<file path="src/rtl/hiscore_pkg.sv">
`default_nettype none
// ============================================================================
// Module   : hiscore_pkg
// Purpose  : Shared types and constants for the high-score upload block:
//            FSM state encoding, read-data source select, the HPS-visible
//            read latency and the fill byte returned for unbacked addresses.
// Macro    : HISCORE_CHECKSUM_EN adds the SCAN state to the state encoding.
// Revision : 1.0 - initial release
// ============================================================================
package hiscore_pkg;

    typedef enum logic [2:0] {
        IDLE  = 3'd0,
        PAUSE = 3'd1,
`ifdef HISCORE_CHECKSUM_EN
        SCAN  = 3'd2,
`endif
        READY = 3'd3,
        FETCH = 3'd4,
        LATCH = 3'd5,
        DONE  = 3'd6
    } state_t;

    // Where the byte captured in LATCH comes from.
    typedef enum logic [1:0] {
        SRC_RAM  = 2'd0,
        SRC_FILL = 2'd1,
        SRC_SUM  = 2'd2
    } source_t;

    // Cycles from the ioctl_rd strobe until ioctl_wait falls with data valid.
    localparam int unsigned READ_LATENCY = 3;

    // Byte returned for addresses that are not backed by core RAM.
    localparam logic [7:0] FILL_BYTE = 8'h00;

endpackage
`default_nettype wire

</file>
<file path="src/rtl/hiscore_upload_if.sv">
`default_nettype none
// ============================================================================
// Module   : hiscore_upload_if
// Purpose  : Bundles the HPS ioctl upload channel, the core pause handshake
//            and the core RAM read port.
// Modports : slave  - the upload block (drives din/wait/pause_req/ram_addr/
//                     timeout_flag)
//            master - the environment (HPS, core CPU and core RAM)
// Revision : 1.0 - initial release
// ============================================================================
interface hiscore_upload_if;
    logic        ioctl_upload;
    logic        ioctl_rd;
    logic [24:0] ioctl_addr;
    logic [7:0]  ioctl_din;
    logic        ioctl_wait;
    logic        pause_req;
    logic        pause_ack;
    logic [10:0] ram_addr;
    logic [7:0]  ram_q;
    logic        timeout_flag;

    modport slave (
        input  ioctl_upload, ioctl_rd, ioctl_addr, pause_ack, ram_q,
        output ioctl_din, ioctl_wait, pause_req, ram_addr, timeout_flag
    );

    modport master (
        output ioctl_upload, ioctl_rd, ioctl_addr, pause_ack, ram_q,
        input  ioctl_din, ioctl_wait, pause_req, ram_addr, timeout_flag
    );
endinterface
`default_nettype wire

</file>
<file path="src/rtl/hiscore_timeout.sv">
`default_nettype none
// ============================================================================
// Module   : hiscore_timeout
// Purpose  : Loadable down-counter that bounds the wait for pause_ack.
//            expire_o is high whenever the count has reached zero.
// Ports    : clk_sys  - clock
//            reset_n  - asynchronous active-low reset (count -> 0)
//            load_i   - load LOAD_VALUE
//            en_i     - decrement (saturates at zero)
//            expire_o - count is zero
// Revision : 1.0 - initial release
// ============================================================================
module hiscore_timeout #(
    parameter int unsigned LOAD_VALUE = 1022
) (
    input  wire logic clk_sys,
    input  wire logic reset_n,
    input  wire logic load_i,
    input  wire logic en_i,
    output logic      expire_o
);

    localparam int unsigned CNT_W = (LOAD_VALUE > 0) ? $clog2(LOAD_VALUE + 1) : 1;

    logic [CNT_W-1:0] count_q;

    always_ff @(posedge clk_sys or negedge reset_n) begin
        if (!reset_n) begin
            count_q <= '0;
        end else if (load_i) begin
            count_q <= CNT_W'(LOAD_VALUE);
        end else if (en_i && (count_q != '0)) begin
            count_q <= count_q - 1'b1;
        end
    end

    assign expire_o = (count_q == '0);

endmodule
`default_nettype wire

</file>
<file path="src/rtl/hiscore_upload.sv">
`default_nettype none
// ============================================================================
// Module   : hiscore_upload
// Purpose  : Serves a window of core RAM to the HPS during an ioctl upload
//            session. The core CPU is paused for the whole session; each
//            ioctl_rd is answered with a fixed 3-cycle latency while
//            ioctl_wait stalls the HPS.
// Ports    : clk_sys - clock (posedge)
//            reset_n - asynchronous active-low reset
//            bus     - hiscore_upload_if.slave (ioctl, pause and RAM signals)
// Macro    : HISCORE_CHECKSUM_EN - after the pause, scan the whole window and
//            serve the inverted 8-bit sum at address DATA_SIZE.
// Revision : 1.0 - initial release
// ============================================================================
module hiscore_upload
    import hiscore_pkg::*;
#(
    parameter int unsigned DATA_SIZE     = 256,
    parameter logic [10:0] RAM_BASE      = 11'h000,
    parameter int unsigned PAUSE_TIMEOUT = 1023
) (
    input  wire logic       clk_sys,
    input  wire logic       reset_n,
    hiscore_upload_if.slave bus
);

    // The counter is loaded on PAUSE entry and reaches zero in the last of
    // PAUSE_TIMEOUT PAUSE cycles, so the exit lands exactly on that count.
    localparam int unsigned TIMEOUT_LOAD = (PAUSE_TIMEOUT > 0) ? PAUSE_TIMEOUT - 1 : 0;

    state_t      state_q;
    source_t     src_q;
    logic        upload_prev_q;
    logic [7:0]  din_q;
    logic        wait_q;
    logic        pause_q;
    logic [10:0] ram_addr_q;
    logic        flag_q;
`ifdef HISCORE_CHECKSUM_EN
    logic [7:0]  sum_q;
    logic [11:0] scan_cnt_q;
`endif

    logic        upload_rise;
    logic        in_range;
    logic [10:0] rd_ram_addr;
    logic        tmo_expire;

    assign upload_rise = bus.ioctl_upload && !upload_prev_q;
    assign in_range    = (bus.ioctl_addr < 25'(DATA_SIZE));
    assign rd_ram_addr = RAM_BASE + bus.ioctl_addr[10:0];

    hiscore_timeout #(
        .LOAD_VALUE (TIMEOUT_LOAD)
    ) u_timeout (
        .clk_sys  (clk_sys),
        .reset_n  (reset_n),
        .load_i   ((state_q == IDLE) && upload_rise),
        .en_i     (state_q == PAUSE),
        .expire_o (tmo_expire)
    );

    always_ff @(posedge clk_sys or negedge reset_n) begin
        if (!reset_n) begin
            state_q       <= IDLE;
            src_q         <= SRC_FILL;
            // Reset as "already high" so an upload level that is still
            // asserted after reset is not seen as a new session.
            upload_prev_q <= 1'b1;
            din_q         <= 8'h00;
            wait_q        <= 1'b0;
            pause_q       <= 1'b0;
            ram_addr_q    <= 11'h000;
            flag_q        <= 1'b0;
`ifdef HISCORE_CHECKSUM_EN
            sum_q         <= 8'h00;
            scan_cnt_q    <= 12'd0;
`endif
        end else begin
            upload_prev_q <= bus.ioctl_upload;
            if (upload_rise) begin
                flag_q <= 1'b0;
            end

            if ((state_q != IDLE) && (state_q != DONE) && !bus.ioctl_upload) begin
                // Session ended by the HPS: drop everything, abandon any fetch.
                state_q <= DONE;
                pause_q <= 1'b0;
                wait_q  <= 1'b0;
            end else begin
                case (state_q)
                    IDLE: begin
                        if (upload_rise) begin
                            state_q <= PAUSE;
                            pause_q <= 1'b1;
                            wait_q  <= 1'b1;
                        end
                    end

                    PAUSE: begin
                        if (bus.pause_ack || tmo_expire) begin
                            if (!bus.pause_ack) begin
                                flag_q <= 1'b1;
                            end
`ifdef HISCORE_CHECKSUM_EN
                            state_q    <= SCAN;
                            scan_cnt_q <= 12'd0;
                            sum_q      <= 8'h00;
                            ram_addr_q <= RAM_BASE;
`else
                            state_q    <= READY;
                            wait_q     <= 1'b0;
`endif
                        end
                    end

`ifdef HISCORE_CHECKSUM_EN
                    // scan_cnt_q = c: address c is on ram_addr, ram_q holds
                    // byte c-1. Bytes land on c = 1..DATA_SIZE; the final
                    // count DATA_SIZE+1 closes the scan.
                    SCAN: begin
                        if ((scan_cnt_q >= 12'd1) && (scan_cnt_q <= 12'(DATA_SIZE))) begin
                            sum_q <= sum_q + bus.ram_q;
                        end
                        if ((scan_cnt_q + 12'd1) < 12'(DATA_SIZE)) begin
                            ram_addr_q <= RAM_BASE + scan_cnt_q[10:0] + 11'd1;
                        end
                        if (scan_cnt_q == 12'(DATA_SIZE + 1)) begin
                            state_q <= READY;
                            wait_q  <= 1'b0;
                        end else begin
                            scan_cnt_q <= scan_cnt_q + 12'd1;
                        end
                    end
`endif

                    READY: begin
                        if (bus.ioctl_rd) begin
                            state_q <= FETCH;
                            wait_q  <= 1'b1;
                            if (in_range) begin
                                ram_addr_q <= rd_ram_addr;
                                src_q      <= SRC_RAM;
`ifdef HISCORE_CHECKSUM_EN
                            end else if (bus.ioctl_addr == 25'(DATA_SIZE)) begin
                                src_q      <= SRC_SUM;
`endif
                            end else begin
                                src_q      <= SRC_FILL;
                            end
                        end
                    end

                    // RAM answers during this cycle; nothing to do but wait.
                    FETCH: begin
                        state_q <= LATCH;
                    end

                    LATCH: begin
                        case (src_q)
                            SRC_RAM: din_q <= bus.ram_q;
`ifdef HISCORE_CHECKSUM_EN
                            SRC_SUM: din_q <= ~sum_q;
`endif
                            default: din_q <= FILL_BYTE;
                        endcase
                        wait_q  <= 1'b0;
                        state_q <= READY;
                    end

                    DONE: begin
                        state_q <= IDLE;
                        pause_q <= 1'b0;
                        wait_q  <= 1'b0;
                    end

                    default: begin
                        state_q <= IDLE;
                        pause_q <= 1'b0;
                        wait_q  <= 1'b0;
                    end
                endcase
            end
        end
    end

    assign bus.ioctl_din    = din_q;
    assign bus.ioctl_wait   = wait_q;
    assign bus.pause_req    = pause_q;
    assign bus.ram_addr     = ram_addr_q;
    assign bus.timeout_flag = flag_q;

endmodule
`default_nettype wire
</file>
<file path="src/flat_wrapper.sv">
// flat-port wrapper written by rule: the top's interface ports become plain ports
module hiscore_upload_flat import hiscore_pkg::*;
#(
    parameter int unsigned DATA_SIZE     = 256,
    parameter logic [10:0] RAM_BASE      = 11'h000,
    parameter int unsigned PAUSE_TIMEOUT = 1023
)
  (clk_sys, reset_n, bus_ioctl_upload, bus_ioctl_rd, bus_ioctl_addr, bus_pause_ack, bus_ram_q, bus_ioctl_din, bus_ioctl_wait, bus_pause_req, bus_ram_addr, bus_timeout_flag);
  hiscore_upload_if bus_i ();
  input  wire logic clk_sys;
  input  wire logic reset_n;
  input wire logic [$bits(bus_i.ioctl_upload)-1:0] bus_ioctl_upload;
  input wire logic [$bits(bus_i.ioctl_rd)-1:0] bus_ioctl_rd;
  input wire logic [$bits(bus_i.ioctl_addr)-1:0] bus_ioctl_addr;
  input wire logic [$bits(bus_i.pause_ack)-1:0] bus_pause_ack;
  input wire logic [$bits(bus_i.ram_q)-1:0] bus_ram_q;
  output wire logic [$bits(bus_i.ioctl_din)-1:0] bus_ioctl_din;
  output wire logic [$bits(bus_i.ioctl_wait)-1:0] bus_ioctl_wait;
  output wire logic [$bits(bus_i.pause_req)-1:0] bus_pause_req;
  output wire logic [$bits(bus_i.ram_addr)-1:0] bus_ram_addr;
  output wire logic [$bits(bus_i.timeout_flag)-1:0] bus_timeout_flag;
  assign bus_i.ioctl_upload = bus_ioctl_upload;
  assign bus_i.ioctl_rd = bus_ioctl_rd;
  assign bus_i.ioctl_addr = bus_ioctl_addr;
  assign bus_i.pause_ack = bus_pause_ack;
  assign bus_i.ram_q = bus_ram_q;
  assign bus_ioctl_din = bus_i.ioctl_din;
  assign bus_ioctl_wait = bus_i.ioctl_wait;
  assign bus_pause_req = bus_i.pause_req;
  assign bus_ram_addr = bus_i.ram_addr;
  assign bus_timeout_flag = bus_i.timeout_flag;
  hiscore_upload #(.DATA_SIZE(DATA_SIZE), .RAM_BASE(RAM_BASE), .PAUSE_TIMEOUT(PAUSE_TIMEOUT)) u_core (.clk_sys(clk_sys), .reset_n(reset_n), .bus(bus_i));
endmodule
</file>
<file path="config.mk">
export PLATFORM = sky130hd
export DESIGN_NAME = hiscore_upload_flat
export DESIGN_NICKNAME = d
export VERILOG_FILES = /design/src/rtl/hiscore_pkg.sv /design/src/rtl/hiscore_upload_if.sv /design/src/rtl/hiscore_timeout.sv /design/src/rtl/hiscore_upload.sv /design/src/flat_wrapper.sv
export SDC_FILE = /design/constraint.sdc
export NUM_CORES = 1
export LEC_CHECK = 0
export ABC_AREA = 1
export CORE_MARGIN = 2
export CORE_UTILIZATION = 35
export CTS_CLUSTER_DIAMETER = 80
export DETAILED_ROUTE_END_ITERATION = 8
export GPL_TIMING_DRIVEN = 0
export REMOVE_ABC_BUFFERS = 1
export SETUP_SLACK_MARGIN = 0.15
export SLEW_MARGIN = 25
export SYNTH_ARGS = -nofsm -noshare
export SYNTH_HDL_FRONTEND = slang
export SYNTH_SLANG_ARGS = --single-unit
export TNS_END_PERCENT = 30
</file>
<file path="constraint.sdc">
create_clock -name clk_sys -period 2.05 [get_ports clk_sys]
set_clock_uncertainty 0.05 [all_clocks]
set_input_delay 0.41 -clock clk_sys [delete_from_list [all_inputs] [get_ports clk_sys]]
set_output_delay 0.41 -clock clk_sys [all_outputs]
set_load 0.05 [all_outputs]
</file>
==> impl_results.md <==
* Outcome: complete, no violations
* Max-slew violations at 0
* Sequential fraction of the synthesis area at 0.502
* Gr usage total at 0.149
* Core area at about 5100 µm²
* Share of layout cells above drive strength 1 at 0.0797
* Pleak at approximately 0.0013 µW
* FF-to-FF setup slack at between 300 and 400 ps
* Max stage delay on crit path at 810 ps
* Initial DRC count at 54
* Commonest cells after routing, fill and taps aside: nand2_1, clkdlybuf4s50_1, dfrtp_1, nor2_1, inv_1
* Clock buffer depth at 2
* Worst skew pair latency at ~280 ps
* Multi-input combinational cell area at between 700 and 800 µm²
* Global-route wire length before repair at approximately 7.1 mm
* FILL cells at a little over 500
* Critical Path End Type: output pin
* Critical path buffer and inverter count at 1
* CTS tree: done
* Post-Syn Area at approximately 1900 µm²
* CP Depth at 1
* CTS Buf Count at 5
* Vias in the first global route at roughly 1600
* Mapped Avg Cell Area at 7.87 µm²
* Root Driver: clkbuf_8
* Worst IR Drop VDD at 0.000340 V
* Crit Path Max Fanout at 2
* CP startpoint: u_core.bus.ram_addr[2]
* RR Endpoint: u_core.u_timeout.count_q[6]
* Placer Congestion at about 0.80
* Wirelength per Cell at 10.8 µm
* Die Y at 76.7 µm
* Grt ovf at 0
* I/O Pins at 60
* Pwr dens at around 1000 nW/µm²
* Worst setup endpoint: bus_ram_addr[2]
* Hold_ws at ~430 ps
* Synth Register Bits at 37
* Mapped Cells at 235
* CP top delay family: buffers and inverters
* Worst-Margin Slew at approximately 680 ps
* CTS sink cnt at 37
* Period utilization at 0.934
* Register area at just over 900 µm²
* Vias at between 1500 and 2000
* Crit path DAT at 1450 ps
* CP Launch Type: register
* Die Width at roughly 77 µm
* IO Port Bufs at between 50 and 60
* Fin cells at between 300 and 400
* Worst path cell trace: clkdlybuf4s50_1
* Largest net degree at the start of global routing at 25
* Antenna viol nets, final at 0
* Placed cell count at 363
* Synth-to-layout area growth at 42.3%
* Nets at ~340
* Reg2Reg Depth at 9
* Required @ worst endpoint at ~1600 ps
* Final Util at 0.515
* Crit Path Category: reg -> out
* Count of different cell masters after synthesis at 26
* Die area at between 5000 and 6000 µm²
* Slew headroom at 0.544
* Hold crit path type: reg -> reg
* Critical R2R Launch: u_core.u_timeout.count_q[0]
* Final WL at around 4.0 mm
* Max-cap violations at 0
* DRC at 0
* DR pass1 iterations at 4
* Vias per cell at between 4 and 5
* Tmin final at approximately 1900 ps
* Std-Cell Rows at 26
* Initial Util at 0.362
* Post-CTS setup buffer count at 0
* F_max at between 500 and 600 MHz
* RSZ-0062 raised after global routing: yes
* YS warnings at 0
* Inserted Diodes at 0
* Number of antenna violations at the first check in global routing at 0
* DP HPWL at between 3 and 4 mm
* Most common cell after layout, fill and taps aside: nand2_1
* Critical-path top delay cell: clkdlybuf4s50_1
* Final setup viols at 0
* Reg clk slew, reported paths at 70 ps
* H-tree depth at 2
* Final hold vios at 0
==> Yosys cell counts <==
master / count / area share
a21oi_1: 5 / 0.014
and2_1: 1 / 0.0034
buf_2: 1 / 0.0027
buf_6: 1 / 0.0061
clkinv_1: 1 / 0.0020
dfrtp_1: 35 / 0.47
dfstp_2: 2 / 0.028
ha_1: 2 / 0.014
inv_1: 29 / 0.059
inv_2: 3 / 0.0061
inv_4: 1 / 0.0034
nand2_1: 57 / 0.12
nand2_2: 1 / 0.0034
nand2_4: 1 / 0.0061
nand3_1: 26 / 0.070
nand3_2: 2 / 0.011
nand3_4: 1 / 0.0095
nand3b_1: 2 / 0.0081
nand4_1: 1 / 0.0034
nor2_1: 34 / 0.069
nor2_2: 1 / 0.0034
nor3_1: 1 / 0.0027
nor4_4: 1 / 0.011
o21ai_0: 23 / 0.062
or2_2: 1 / 0.0034
xor2_1: 2 / 0.0095
==> how the worst min path moves through the flow <==
stage	depth (start not counted)	endpoint	startpoint
after global placement	2	u_core.bus.ioctl_wait	u_core.bus.ioctl_wait
after floorplan	0	u_core.bus.ioctl_din[0]	reset_n
after global routing	2	u_core.bus.ram_addr[1]	u_core.bus.ram_addr[1]
after CTS	2	u_core.bus.ioctl_wait	u_core.bus.ioctl_wait
after detailed placement	1	u_core.u_timeout.count_q[6]	reset_n
final	2	u_core.bus.ioctl_wait	u_core.bus.ioctl_wait
==> state kept, by name, summed over array words and instances, names as in the netlist <==
signal                    cells
u_core.bus.ioctl_din          8
u_core.state_q                3
u_core.bus.pause_req          1
u_core.src_q                  1
u_core.bus.ram_addr          11
u_core.bus.timeout_flag       1
u_core.upload_prev_q          1
u_core.bus.ioctl_wait         1
u_core.u_timeout.count_q     10
==> cell families after synthesis <==
| family | count (synthesis) | share of synthesized area |
|---|---|---|
| adder cells (fa/ha/maj) | 2 | 0.0135 |
| flip-flops | 37 | 0.502 |
| AO/OA/AOI/OAI | 28 | 0.0757 |
| buffers and inverters | 36 | 0.0791 |
| AND/OR/NAND/NOR | 130 | 0.320 |
| XOR/XNOR | 2 | 0.00947 |
==> final cells by class <==
class / count / share of cell area
well taps: 70 / 0.0333
repair buffers: 61 / 0.233
multi-input cells: 162 / 0.298
flip-flops and latches: 37 / 0.353
clock buffers: 6 / 0.0314
clock inverters: 1 / 0.00285
inverters: 34 / 0.0494
==> stage by stage <==
stage	TNS, ps	worst slack, ps	instance area [µm²]	power [µW]
after global placement	-17090	-470	2510	2190
after detailed placement	-577	-139	2530	2210
after CTS	0	126	2620	2720
after floorplan	0	579	1830	1820
after global routing	0	96.9	2630	2910
final	0	136	2630	2690
==> power by group <==
group | internal [µW] | total (µW) | switching (µW)
combinational | 393 | 1140 | 747
sequential | 907 | 1040 | 135
clock | 265 | 509 | 243
==> per-layer routing <==
metal	part of all wire	track usage
met1	0.44	0.185
met3	0.068	0.0412
met4	0.014	0.0582
met5	0	0
met2	0.47	0.246
==> what timing repair did <==
action                                  in CTS  in global routing
pin swaps                                    0                  0
hold buffers                                 1                  0
endpoints found under the setup margin      21                 26
gates resized for setup                      6                  4
hold endpoints to repair                    13                  0
(Power assumes the default switching activity.)
